==> src/rtl/muldiv_pkg.sv <==
// rtl/muldiv_pkg.sv - shared encodings and helpers for the mul/div sequencer
//
// Purpose : operation select codes, one-hot sequencer states and the small
//           decode helpers shared by the sequencer and its watchdog.
// Ports   : none (package).

package muldiv_pkg;

    // Operation select as delivered by the controller's decoder.
    localparam logic [1:0] OP_MULT  = 2'b00;
    localparam logic [1:0] OP_MULTU = 2'b01;
    localparam logic [1:0] OP_DIV   = 2'b10;
    localparam logic [1:0] OP_DIVU  = 2'b11;

    // One-hot sequencer states.
    typedef enum logic [3:0] {
        S_IDLE  = 4'b0001,
        S_ISSUE = 4'b0010,
        S_WAIT  = 4'b0100,
        S_WRITE = 4'b1000
    } state_e;

    // True for the two divide operations; these are the only ones that
    // can hit the divide-by-zero bypass.
    function automatic logic op_is_div(input logic [1:0] op);
        return (op == OP_DIV) || (op == OP_DIVU);
    endfunction

    // Unit start vector, bit order {divu, div, mulu, mul}.
    function automatic logic [3:0] start_decode(input logic [1:0] op);
        logic [3:0] oh;
        oh = 4'b0000;
        case (op)
            OP_MULT:  oh = 4'b0001;
            OP_MULTU: oh = 4'b0010;
            OP_DIV:   oh = 4'b0100;
            OP_DIVU:  oh = 4'b1000;
            default:  oh = 4'b0000;
        endcase
        return oh;
    endfunction

endpackage

==> src/rtl/muldiv_watchdog.sv <==
// rtl/muldiv_watchdog.sv - cycle watchdog bounding the wait for a unit result
//
// Purpose : counts cycles while enabled and flags expiry so the sequencer can
//           abandon a unit that never returns a result.
// Ports   : clk_i     system clock, rising edge
//           rst_i     synchronous active-high reset
//           clear_i   force the count back to zero
//           enable_i  count this cycle
//           expire_o  combinational, high in the last allowed cycle

module muldiv_watchdog
    import muldiv_pkg::*;
#(
    parameter int TIMEOUT_CYC = 64
) (
    input  logic clk_i,
    input  logic rst_i,
    input  logic clear_i,
    input  logic enable_i,
    output logic expire_o
);

    localparam int CW = $clog2(TIMEOUT_CYC);

    // Expiry fires in the cycle the count advances to TIMEOUT_CYC-1, so
    // the sequencer leaves WAIT after TIMEOUT_CYC-1 cycles there and the
    // registered abort pulse lands TIMEOUT_CYC cycles after the start pulse.
    localparam logic [CW-1:0] LAST = CW'(TIMEOUT_CYC - 2);

    logic [CW-1:0] count_q;
    logic [CW-1:0] count_d;

    always_comb begin
        count_d = count_q;
        if (clear_i) begin
            count_d = '0;
        end else if (enable_i) begin
            count_d = count_q + CW'(1);
        end
    end

    always_ff @(posedge clk_i) begin
        if (rst_i) begin
            count_q <= '0;
        end else begin
            count_q <= count_d;
        end
    end

    assign expire_o = enable_i && (count_q == LAST);

endmodule

==> src/rtl/muldiv_sequencer.sv <==
// rtl/muldiv_sequencer.sv - sequences the multi-cycle multiply/divide units
//
// Purpose : accepts one decoded mul/div request, latches operands, pulses the
//           matching unit start, waits (under a watchdog) for the unit result
//           and commits HI/LO in a single write cycle.
// Ports   : clk_i, rst_i                 clock, synchronous active-high reset
//           op_valid_i, op_sel_i         request strobe and operation
//           rs_val_i, rt_val_i           operands A / B
//           opa_o, opb_o                 latched operands to all units
//           mul/mulu/div/divu_start_o    one-cycle unit starts
//           unit_done_i, unit_hi_i/lo_i  result return from the units
//           busy_o                       request in flight
//           hi_ena_o, lo_ena_o           HI/LO write enables
//           hi_out_o, lo_out_o           HI/LO write data
//           done_o                       one-cycle completion pulse
//           err_timeout_o                one-cycle watchdog abort pulse

module muldiv_sequencer
    import muldiv_pkg::*;
#(
    parameter int WIDTH       = 32,
    parameter int TIMEOUT_CYC = 64
) (
    input  logic             clk_i,
    input  logic             rst_i,
    input  logic             op_valid_i,
    input  logic [1:0]       op_sel_i,
    input  logic [WIDTH-1:0] rs_val_i,
    input  logic [WIDTH-1:0] rt_val_i,
    output logic [WIDTH-1:0] opa_o,
    output logic [WIDTH-1:0] opb_o,
    output logic             mul_start_o,
    output logic             mulu_start_o,
    output logic             div_start_o,
    output logic             divu_start_o,
    input  logic             unit_done_i,
    input  logic [WIDTH-1:0] unit_hi_i,
    input  logic [WIDTH-1:0] unit_lo_i,
    output logic             busy_o,
    output logic             hi_ena_o,
    output logic             lo_ena_o,
    output logic [WIDTH-1:0] hi_out_o,
    output logic [WIDTH-1:0] lo_out_o,
    output logic             done_o,
    output logic             err_timeout_o
);

    state_e           state_q;
    logic [1:0]       op_q;
    logic [WIDTH-1:0] opa_q;
    logic [WIDTH-1:0] opb_q;
    logic [WIDTH-1:0] hi_out_q;
    logic [WIDTH-1:0] lo_out_q;
    logic [3:0]       start_q;      // {divu, div, mulu, mul}
    logic             busy_q;
    logic             ena_q;        // HI and LO are always written together
    logic             done_q;
    logic             err_q;

    logic             div_by_zero;
    logic             wd_clear;
    logic             wd_enable;
    logic             wd_expire;

    // A zero divisor never reaches a divider; the sequencer completes on
    // its own and leaves HI/LO untouched.
    assign div_by_zero = op_is_div(op_q) && (opb_q == '0);

    assign wd_enable = (state_q == S_WAIT);
    assign wd_clear  = (state_q != S_WAIT);

    muldiv_watchdog #(
        .TIMEOUT_CYC (TIMEOUT_CYC)
    ) u_watchdog (
        .clk_i    (clk_i),
        .rst_i    (rst_i),
        .clear_i  (wd_clear),
        .enable_i (wd_enable),
        .expire_o (wd_expire)
    );

    always_ff @(posedge clk_i) begin
        if (rst_i) begin
            state_q  <= S_IDLE;
            op_q     <= '0;
            opa_q    <= '0;
            opb_q    <= '0;
            hi_out_q <= '0;
            lo_out_q <= '0;
            start_q  <= '0;
            busy_q   <= 1'b0;
            ena_q    <= 1'b0;
            done_q   <= 1'b0;
            err_q    <= 1'b0;
        end else begin
            // Pulse outputs default low; each is raised for exactly one cycle.
            start_q <= '0;
            ena_q   <= 1'b0;
            done_q  <= 1'b0;
            err_q   <= 1'b0;

            case (state_q)
                S_IDLE: begin
                    if (op_valid_i) begin
                        op_q    <= op_sel_i;
                        opa_q   <= rs_val_i;
                        opb_q   <= rt_val_i;
                        busy_q  <= 1'b1;
                        state_q <= S_ISSUE;
                        // The start is decided at accept time so the
                        // registered pulse coincides with the ISSUE cycle.
                        if (!(op_is_div(op_sel_i) && (rt_val_i == '0))) begin
                            start_q <= start_decode(op_sel_i);
                        end
                    end
                end

                S_ISSUE: begin
                    if (div_by_zero) begin
                        done_q  <= 1'b1;
                        state_q <= S_WRITE;
                    end else begin
                        state_q <= S_WAIT;
                    end
                end

                S_WAIT: begin
                    // A result arriving in the expiry cycle still wins.
                    if (unit_done_i) begin
                        hi_out_q <= unit_hi_i;
                        lo_out_q <= unit_lo_i;
                        ena_q    <= 1'b1;
                        done_q   <= 1'b1;
                        state_q  <= S_WRITE;
                    end else if (wd_expire) begin
                        err_q   <= 1'b1;
                        busy_q  <= 1'b0;
                        state_q <= S_IDLE;
                    end
                end

                S_WRITE: begin
                    busy_q  <= 1'b0;
                    state_q <= S_IDLE;
                end

                default: begin
                    busy_q  <= 1'b0;
                    state_q <= S_IDLE;
                end
            endcase
        end
    end

    assign opa_o         = opa_q;
    assign opb_o         = opb_q;
    assign mul_start_o   = start_q[0];
    assign mulu_start_o  = start_q[1];
    assign div_start_o   = start_q[2];
    assign divu_start_o  = start_q[3];
    assign busy_o        = busy_q;
    assign hi_ena_o      = ena_q;
    assign lo_ena_o      = ena_q;
    assign hi_out_o      = hi_out_q;
    assign lo_out_o      = lo_out_q;
    assign done_o        = done_q;
    assign err_timeout_o = err_q;

endmodule

==> config.mk <==
export PLATFORM = sky130hd
export DESIGN_NAME = muldiv_sequencer
export DESIGN_NICKNAME = d
export VERILOG_FILES = /design/src/rtl/muldiv_pkg.sv /design/src/rtl/muldiv_watchdog.sv /design/src/rtl/muldiv_sequencer.sv
export SDC_FILE = /design/constraint.sdc
export NUM_CORES = 1
export LEC_CHECK = 0
export ABC_CLOCK_PERIOD_IN_PS = 2800
export BUFFER_PORTS_ARGS = -buffer_cell sky130_fd_sc_hd__buf_2
export CORE_AREA = 3 3 119 121
export DETAILED_ROUTE_END_ITERATION = 8
export DIE_AREA = 0 0 122 124
export PLACE_DENSITY = 0.71
export SLEW_MARGIN = 20
export SYNTH_ARGS = -nofsm -noshare
export SYNTH_HDL_FRONTEND = slang
export SYNTH_SLANG_ARGS = --single-unit
==> constraint.sdc <==
create_clock -name clk_i -period 2.8 [get_ports clk_i]
set_clock_uncertainty 0.2 [all_clocks]
set_input_delay 0.14 -clock clk_i [delete_from_list [all_inputs] [get_ports clk_i]]
set_output_delay 0.14 -clock clk_i [all_outputs]
set_load 0.005 [all_outputs]
==> flow_summary.yaml, run 1 <==
run_status:
  status: "finished, final reports clean"
floorplan:
  core_area_mm2: 0.01319
  initial_utilization_pct: 39.75
  rows: 42
  io_pins: 271
  die_width_um: 122
  die_height_um: 124
  dieArea_mm2: 0.01513
worst_setup_path:
  arrival_ns: 2.80
  path_cells: "dlygate4sd3_1 -> buf_2 -> nor4b_1 -> nand4_1 -> dlygate4sd3_1 -> nor3_2 -> dlygate4sd3_1 -> nor2_1"
  required_ns: 2.91
  cpMostUsedCell: "dlygate4sd3_1"
  critPathLaunchType: "input pin"
  crit_type: "input pin to flip-flop"
  cp_top_family: "buffers and inverters"
  cp.buffers_inverters: 4
  critical-path-max-stage-delay_ns: 0.60
  crit_fanout: 2
  slowest_stage: "dlygate4sd3_1"
  crit_path_end_kind: "flip-flop"
clock_network:
  htree_levels: 4
  cts_tree: "done"
  path_clk_slew_ns: 0.06
  root_buffer: "clkbuf_16"
  clock_path_buffers: 2
  cts_buffers: 17
  cts_sinks: 147
  clk_latency_ns: 0.42
  post-cts-setup-buffer-count: 0
global_route:
  grt-ovfl-total: 0
  grt_pass1_vias: 5959
  grt_max_degree: 82
  antenna_found_initial: 0
  grt_first_pass_wirelength_um: 28790
  grt_usage_pct: 23.96
routing:
  drtIter0Drc: 440
  wire_per_inst_um: 15.43
  drc: 0
  routed_wirelength_um: 19000
  drt_pre_antenna_iters: 5
  via_per_inst: 5.000
  vias: 6155
  postRouteAntennaNets: 0
yosys:
  yosys_register_bits: 147
  ys_warn_count: 0
  avgSynthCellArea_um2: 7.992
  syn-num-nets: 792
  synth_ff_type: "dfxtp_1"
  synth-async-reset-ratio_pct: 0
  synth_cell_types: 31
  ys_seq_area_share_pct: 56.13
  synth_area_mm2: 0.005243
  synth_enable_flop_cells: 0
  syn_inst: 656
power:
  seqPwrFrac_pct: 41.1
  switchingPower_mw: 1.379
  intPower_mw: 4.220
  comb_power_share_pct: 14.9
  p_per_area_mw_per_mm2: 642.5
  p_leak_nw: 3.872
  peakVddDrop_v: 0.0004936
  power_frac_clock_pct: 44.1
  netSwitchingFraction_pct: 24.63
placed_design:
  io_buffers: 270
  gp_congestion: 0.8090
  hpwlAfterDp_um: 10960
  dpl_worst_slack_ns: 0.7442
sta:
  finalSetupViolCount: 0
  worst_slew_pin_slew_ns: 0.8724
  period_needed_ns: 2.688
  period_share_pct: 96.01
  final-hold-violation-count: 0
  slew_headroom_pct: 41.84
  setup_slack_ns: 0.1118
  finalSetupTns_ns: 0
  finalMaxSlewViolations: 0
  rsz0062_at_grt: "no"
  clock.fmax_mhz: 372.0
finish:
  drive_above_1_share_pct: 29.95
  area_growth_pct: 66.21
  final_cell_mix: "buf_2 (269), nand2_1 (259), dfxtp_1 (147), dlygate4sd3_1 (136), a21oi_1 (130)"
  nets: 1179
  insertedDiodeCount: 0
  layout_commonest_cell: "buf_2"
job:
  cap_violations: 0
min_path:
  min_path_type: "input pin to flip-flop"
==> cells in the mapped netlist (3+ instances only) <==
| master | n | area share [%] |
|---|---|---|
| a21oi_1 | 130 | 12 |
| buf_2 | 6 | 0.57 |
| buf_4 | 7 | 1.0 |
| clkbuf_1 | 31 | 2.2 |
| dfxtp_1 | 147 | 56 |
| nand2_1 | 261 | 19 |
| nand3_1 | 6 | 0.57 |
| nand4_1 | 3 | 0.36 |
| nor2_1 | 11 | 0.79 |
| nor3_1 | 7 | 0.67 |
| nor4_1 | 13 | 1.6 |
| nor4b_1 | 6 | 1.0 |
| o21ai_0 | 3 | 0.29 |
| xor2_1 | 4 | 0.67 |
==> metrics by stage <==
stage	hold slack [ns]	instances	utilization, %	total power, mW	cell area, µm²
global placement	0.1490	1064	50.76	2.989	6695
CTS	0.1060	1231	65.97	5.609	8702
finish	0.1003	1231	66.06	5.599	8713
global route	0.1450	1231	66.06	5.821	8713
floorplan	0.01570	656	-	2.682	5243
detailed placement	0.1552	1064	50.76	2.999	6695
==> flip-flops by register name, indices dropped and copies added (netlist names), 4 cells and up <==
name and cells:
opb_o 32, opa_o 32, lo_out_o 32, hi_out_o 32
start_q 4, u_watchdog.count_q 6, state_q 4
==> worst register-to-register path, cell delays in order (launching register included) <==
cell and delay (ns):
dfxtp_1 0.34, nor4b_1 0.48, nand2_2 0.11, buf_4 0.34
nor4_1 0.30, dlygate4sd3_1 0.58
==> what timing repair did <==
action,4_1_cts,5_1_grt
endpoints found under the setup margin,0,2
endpoints found under the hold margin,137,0
hold buffers,136,0
resized for setup,0,2
==> power groups by stage <==
stage	logic (mW)	clock network (mW)	registers, mW
after floorplan	0.336	0	2.35
after global placement	0.652	0	2.34
after detailed placement	0.658	0	2.34
after CTS	0.807	2.50	2.30
after global routing	0.913	2.60	2.31
final	0.832	2.47	2.30
==> area by class of cell <==
class / count / area [µm²]
Clock inverter: 13 / 206.4
Timing Repair Buffer: 412 / 2785
Fill cell: 1041 / 4477
Tap cell: 176 / 220.2
Multi-Input combinational cell: 463 / 2112
Sequential cell: 147 / 2943
Inverter: 2 / 7.507
Clock buffer: 18 / 439.2
==> metal layers <==
| layer | vias to the layer above | routed length (µm) | track usage [%] |
|---|---|---|---|
| li1 | 2933 | - | - |
| met1 | 2855 | 6977 | 25.74 |
| met2 | 288 | 9866 | 42.23 |
| met3 | 79 | 1240 | 7.175 |
| met4 | 0 | 915 | 13.24 |
| met5 | - | 0 | 0 |
==> cells by family (layout without fill, tap and decap cells) <==
family / count (synthesis) / in the layout / share of synthesized area [%]
compound gates: 137 / 137 / 13.41
buf+inv: 46 / 445 / 3.938
simple gates: 319 / 319 / 25.20
fa+ha+maj: 2 / 2 / 0.4773
flops: 147 / 147 / 56.13
xor+xnor: 5 / 5 / 0.8353
==> final timing paths <==
path                                                start                        end  slack (ns)  depth (start not counted)
worst max-delay path                          rt_val_i[0]      start_q[3]$_SDFF_PP0_        0.11                          8
worst min-delay path                                rst_i        hi_ena_o$_SDFF_PP0_        0.10                          2
worst max register to register    state_q[3]$_SDFFE_PP0P_      start_q[0]$_SDFF_PP0_        0.38                          5
worst min register to register  lo_out_o[24]$_SDFFE_PP0P_  lo_out_o[24]$_SDFFE_PP0P_        0.25                          2
(Power assumes the default switching activity.)
==> run 2, diff against run 1 <==
--- a/config.mk
+++ b/config.mk
@@ -7,10 +7,10 @@
 export LEC_CHECK = 0
 export ABC_CLOCK_PERIOD_IN_PS = 2800
 export BUFFER_PORTS_ARGS = -buffer_cell sky130_fd_sc_hd__buf_2
-export CORE_AREA = 3 3 119 121
+export CORE_AREA = 2 2 126 128
 export DETAILED_ROUTE_END_ITERATION = 8
-export DIE_AREA = 0 0 122 124
-export PLACE_DENSITY = 0.71
+export DIE_AREA = 0 0 128 130
+export RECOVER_POWER = 50
 export SLEW_MARGIN = 20
 export SYNTH_ARGS = -nofsm -noshare
 export SYNTH_HDL_FRONTEND = slang
==> run 2 against run 1 <==
Combinational power decreased by 1%. Core utilization decreased by 9.1 points. Maximum frequency increased by 5.0%. Critical path depth decreased by 1. Design area increased by 0.82%. Highest routed layer unchanged.
==> flow_summary.yaml, run 2 (synthesized netlist as in run 1, its figures left out) <==
worst_setup_path:
  crit_fanout: 18
  cpMostUsedCell: "buf_4"
  cp.buffers_inverters: 3
  crit_type: "flip-flop to flip-flop"
  slowest_stage: "dlygate4sd3_1"
  arrival_ns: 2.71
  critPathLaunchType: "flip-flop"
  cp_top_family: "buffers and inverters"
  required_ns: 2.95
  path_cells: "nor4b_1 -> buf_4 -> and2_2 -> buf_4 -> nand2_1 -> a21oi_1 -> dlygate4sd3_1"
  crit_path_end_kind: "flip-flop"
  critical-path-max-stage-delay_ns: 0.57
global_route:
  grt_pass1_vias: 5448
  grt_usage_pct: 20.33
  grt_first_pass_wirelength_um: 26670
  grt_max_degree: 73
  grt-ovfl-total: 0
  antenna_found_initial: 0
routing:
  postRouteAntennaNets: 0
  drt_pre_antenna_iters: 5
  drtIter0Drc: 289
  wire_per_inst_um: 14.25
  via_per_inst: 4.652
  routed_wirelength_um: 18010
  drc: 0
  vias: 5880
placed_design:
  gp_congestion: 0.7932
  hpwlAfterDp_um: 11230
  dpl-instance-area_mm2: 0.006743
  io_buffers: 270
  placedCellCount: 1082
floorplan:
  rows: 46
  initial_utilization_pct: 33.99
  core_area_mm2: 0.01542
  io_pins: 271
  die_height_um: 130
  dieArea_mm2: 0.01664
  die_width_um: 128
clock_network:
  clk_latency_ns: 0.42
  root_buffer: "clkbuf_16"
  htree_levels: 4
  cts_resized: 0
  cts_sinks: 147
  cts_buffers: 17
  clock_path_buffers: 2
  cts_tree: "done"
  path_clk_slew_ns: 0.06
job:
  cap_violations: 0
finish:
  insertedDiodeCount: 0
  finalNonFillerCells: 1264
  area_growth_pct: 67.57
  layout_commonest_cell: "nand2_1"
  fillCellCount: 1399
  nets: 1195
  final_cell_mix: "nand2_1 (259), buf_2 (162), dlygate4sd3_1 (150), dfxtp_1 (147), a21oi_1 (130)"
  drive_above_1_share_pct: 19.40
  final_area_mm2: 0.008785
sta:
  worst_slew_pin_slew_ns: 0.6889
  period_needed_ns: 2.561
  finalMaxSlewViolations: 0
  final-hold-violation-count: 0
  finalSetupViolCount: 0
  period_share_pct: 91.47
  clock.fmax_mhz: 390.4
  rsz0062_at_grt: "no"
  slew_headroom_pct: 54.08
  finalSetupTns_ns: 0
power:
  p_leak_nw: 3.527
  finalPower_mw: 5.700
  peakVddDrop_v: 0.0004081
  p_per_area_mw_per_mm2: 648.9
min_path:
  min_path_type: "flip-flop to flip-flop"
run_status:
  status: "finished, final reports clean"
[run 2: changes by cell type in the layout (fill, tap and decap cells not counted), sizes merged, moves of 2 or more]
cell         previous run  this run
buf                   276       171
clkbuf                 18       127
clkinv                  4         1
clkinvlp                2         4
dlygate4sd3           136       150
[run 2: stage by stage]
| step | utilization, % | hold slack, ns | worst slack, ns |
|---|---|---|---|
| floorplan | - | 0.01570 | 0.9390 |
| global placement | 43.71 | 0.1560 | 0.7571 |
| finish | 56.95 | 0.2490 | 0.2388 |
| global route | 56.95 | 0.2682 | 0.005037 |
| CTS | 57.82 | 0.2513 | 0.2287 |
| detailed placement | 43.71 | 0.1581 | 0.7511 |
[run 2: tightest hold or removal path, cell delays in order, from the launching register on]
cell     delay [ns]
dfxtp_1        0.30
nand2_1        0.05
a21oi_1        0.05
[run 2: path summary, 6_finish.rpt]
kind / from / to / slack (ns) / cells past startpoint
setup / recovery: state_q[2]$_SDFFE_PP0P_ / hi_out_o[28]$_SDFFE_PP0P_ / 0.24 / 7
hold / removal: lo_out_o[18]$_SDFFE_PP0P_ / lo_out_o[18]$_SDFFE_PP0P_ / 0.25 / 2
setup reg to reg: state_q[2]$_SDFFE_PP0P_ / hi_out_o[28]$_SDFFE_PP0P_ / 0.24 / 7
hold reg to reg: lo_out_o[18]$_SDFFE_PP0P_ / lo_out_o[18]$_SDFFE_PP0P_ / 0.25 / 2
[run 2: layout make-up]
type / instances / area (µm²) / share of cell area, %
inverters: 2 / 7.507 / 0.08546
well taps: 192 / 240.2 / 2.735
repair buffers: 428 / 2819 / 32.09
flip-flops and latches: 147 / 2943 / 33.50
clock inverters: 12 / 227.7 / 2.592
clock buffers: 20 / 446.7 / 5.085
multi-input cells: 463 / 2101 / 23.91
[run 2: timing repair]
action / in CTS / in global routing
setup endpoints to repair: 0 / 0
buffers inserted: 0 / 0
hold endpoints to repair: 138 / 0
hold buffers: 150 / 0
[run 2: routing by layer]
layer	up-vias	share of wire, %	track usage, %
met2	209	49	34.98
met3	37	6.9	6.478
met4	0	2.9	10.41
met5	-	0	0
li1	2959	-	-
met1	2675	41	22.75
[run 2: power by group]
group	switching (mW)	internal, mW	total [mW]
clock	0.875	1.70	2.57
combinational	0.426	0.399	0.824
sequential	0.0826	2.22	2.30
==> run 3, diff against run 2 <==
--- a/config.mk
+++ b/config.mk
@@ -5,7 +5,6 @@
 export SDC_FILE = /design/constraint.sdc
 export NUM_CORES = 1
 export LEC_CHECK = 0
-export ABC_CLOCK_PERIOD_IN_PS = 2800
 export BUFFER_PORTS_ARGS = -buffer_cell sky130_fd_sc_hd__buf_2
 export CORE_AREA = 2 2 126 128
 export DETAILED_ROUTE_END_ITERATION = 8
==> constraint.sdc (replaced) <==
create_clock -name clk_i -period 2.6 [get_ports clk_i]
set_clock_uncertainty 0.2 [all_clocks]
set_input_delay 0.13 -clock clk_i [delete_from_list [all_inputs] [get_ports clk_i]]
set_output_delay 0.13 -clock clk_i [all_outputs]
set_load 0.005 [all_outputs]
==> run 3 against run 2 <==
Sequential share of layout area grew 0.66 points. Clock-buffer cell count shrank 1. First-iteration DRC count grew 8.3%. Maximum frequency grew 13%. Critical endpoint is now opa_o[27]$_SDFFE_PP0P_.
==> flow_summary.yaml, run 3 (synthesized netlist as in run 1, its figures left out) <==
worst_setup_path:
  slowest_stage: "dlygate4sd3_1"
  startpoint: "state_q[0]$_SDFFE_PP1P_"
  path_depth: 6
  required_ns: 2.76
  timing.rr.end: "opa_o[27]$_SDFFE_PP0P_"
  reg2reg_depth: 6
  r2r_start: "state_q[0]$_SDFFE_PP1P_"
  crit_end: "opa_o[27]$_SDFFE_PP0P_"
  crit_fanout: 65
  critical-path-max-stage-delay_ns: 0.56
  critPathLaunchType: "flip-flop"
  crit_path_end_kind: "flip-flop"
  arrival_ns: 2.43
  rrSetupSlack_ns: 0.33
  cp.buffers_inverters: 2
  cp_top_family: "buffers and inverters"
  path_cells: "nor4b_2 -> and2_2 -> buf_12 -> nand2_1 -> a21oi_1 -> dlygate4sd3_1"
  crit_type: "flip-flop to flip-flop"
global_route:
  grt_first_pass_wirelength_um: 25990
  grt_pass1_vias: 5349
  antenna_found_initial: 0
  grt-ovfl-total: 0
  grt_usage_pct: 19.72
  grt_max_degree: 70
routing:
  drc: 0
  routed_wirelength_um: 17350
  via_per_inst: 4.677
  drtIter0Drc: 313
  drt_pre_antenna_iters: 4
  postRouteAntennaNets: 0
  wire_per_inst_um: 13.87
  vias: 5851
sta:
  clock.fmax_mhz: 440.2
  finalSetupViolCount: 0
  slew_headroom_pct: 47.79
  period_needed_ns: 2.272
  rsz0062_at_grt: "no"
  final-hold-violation-count: 0
  worst_slew_pin_slew_ns: 0.7831
  finalMaxSlewViolations: 0
  period_share_pct: 87.37
  finalSetupTns_ns: 0
finish:
  multi_input_area_mm2: 0.002107
  final-seq-area_mm2: 0.002943
  final_cell_mix: "nand2_1 (259), buf_2 (166), dfxtp_1 (147), dlygate4sd3_1 (137), a21oi_1 (130)"
  area_growth_pct: 64.32
  fillCellCount: 1446
  drive_above_1_share_pct: 20.11
  nets: 1182
  insertedDiodeCount: 0
  layout_commonest_cell: "nand2_1"
  final_area_mm2: 0.008615
clock_network:
  cts_buffers: 17
  cts_sinks: 147
  root_buffer: "clkbuf_16"
  clk_latency_ns: 0.41
  htree_levels: 4
  path_clk_slew_ns: 0.06
  clock_path_buffers: 2
  post-cts-setup-buffer-count: 0
  cts_tree: "done"
placed_design:
  io_buffers: 270
  dpl-instance-area_mm2: 0.006743
  hpwlAfterDp_um: 10700
  gp_congestion: 0.7778
job:
  cap_violations: 0
floorplan:
  initial_utilization_pct: 33.99
  die_height_um: 130
  rows: 46
  dieArea_mm2: 0.01664
  core_area_mm2: 0.01542
  die_width_um: 128
  io_pins: 271
power:
  power_frac_clock_pct: 43.5
  netSwitchingFraction_pct: 24.98
  peakVddDrop_v: 0.0004536
  switchingPower_mw: 1.477
  p_per_area_mw_per_mm2: 686.7
  seqPwrFrac_pct: 41.9
  comb_power_share_pct: 14.6
  p_leak_nw: 3.444
  intPower_mw: 4.438
run_status:
  status: "finished, final reports clean"
min_path:
  min_path_type: "input pin to flip-flop"
==> run 3: changes by cell type in the layout (fill, tap and decap cells not counted), moves of 2 or more <==
| cell | previous run | this run |
|---|---|---|
| clkinv_4 | 1 | 3 |
| dlygate4sd3_1 | 150 | 137 |
| clkinv_2 | 0 | 3 |
| clkbuf_1 | 109 | 104 |
| buf_2 | 162 | 166 |
| bufinv_16 | 6 | 4 |
==> run 3: worst reg2reg max path, stage by stage (launching register included) <==
cell,delay [ns]
dfxtp_1,0.40
nor4b_2,0.32
and2_2,0.23
buf_12,0.27
nand2_1,0.13
a21oi_1,0.12
dlygate4sd3_1,0.56
==> run 3: worst min-delay path by stage <==
stage / start / end / slack [ns] / cells after the start
after floorplan: op_sel_i[0] / start_q[2]$_SDFF_PP0_ / 0.006 / 1
after global placement: op_sel_i[0] / start_q[0]$_SDFF_PP0_ / 0.14 / 2
after detailed placement: op_sel_i[0] / start_q[2]$_SDFF_PP0_ / 0.15 / 2
after CTS: rst_i / hi_ena_o$_SDFF_PP0_ / 0.07 / 2
after global routing: rst_i / opa_o[22]$_SDFFE_PP0P_ / 0.09 / 2
final: rst_i / opa_o[31]$_SDFFE_PP0P_ / 0.06 / 2
==> run 3: per-stage QoR <==
stage,hold slack (ns),cells,setup WS [ns],utilization (%),power (mW)
after floorplan,0.005703,656,0.7390,-,2.888
after global placement,0.1437,1082,0.6434,43.71,3.239
after detailed placement,0.1522,1082,0.6010,43.71,3.241
after CTS,0.07073,1251,0.1543,56.67,5.994
after global routing,0.08909,1251,0.1629,55.85,6.191
final,0.05872,1251,0.3283,55.85,5.916
==> run 3: timing repair <==
item / in CTS / in global routing
endpoints found under the setup margin: 0 / 1
endpoints found under the hold margin: 138 / 0
gates resized for setup: 0 / 1
hold buffers: 137 / 0
==> run 3: power by group through the flow <==
stage | Clock [mW] | Sequential (mW) | Combinational (mW)
finish | 2.57 | 2.48 | 0.866
floorplan | 0 | 2.53 | 0.362
CTS | 2.63 | 2.47 | 0.887
detailed placement | 0 | 2.52 | 0.719
global route | 2.73 | 2.49 | 0.961
global placement | 0 | 2.52 | 0.719
==> run 3: layout make-up <==
type	count	area share (%)
tap	192	2.789
sequential	147	34.16
inverter	2	0.08715
multi-input combinational	463	24.46
clock buffer	19	5.142
clock inverter	13	2.135
timing repair buffer	415	31.23
==> run 3: metal layers <==
| metal | wire length [µm] | vias up | part of all wire [%] | global-route usage, % |
|---|---|---|---|---|
| li1 | - | 2949 | - | - |
| met4 | 526 | 0 | 3.0 | 10.34 |
| met3 | 1122 | 39 | 6.5 | 5.863 |
| met2 | 8472 | 213 | 49 | 33.82 |
| met1 | 7224 | 2650 | 42 | 22.32 |
| met5 | 0 | - | 0 | 0 |
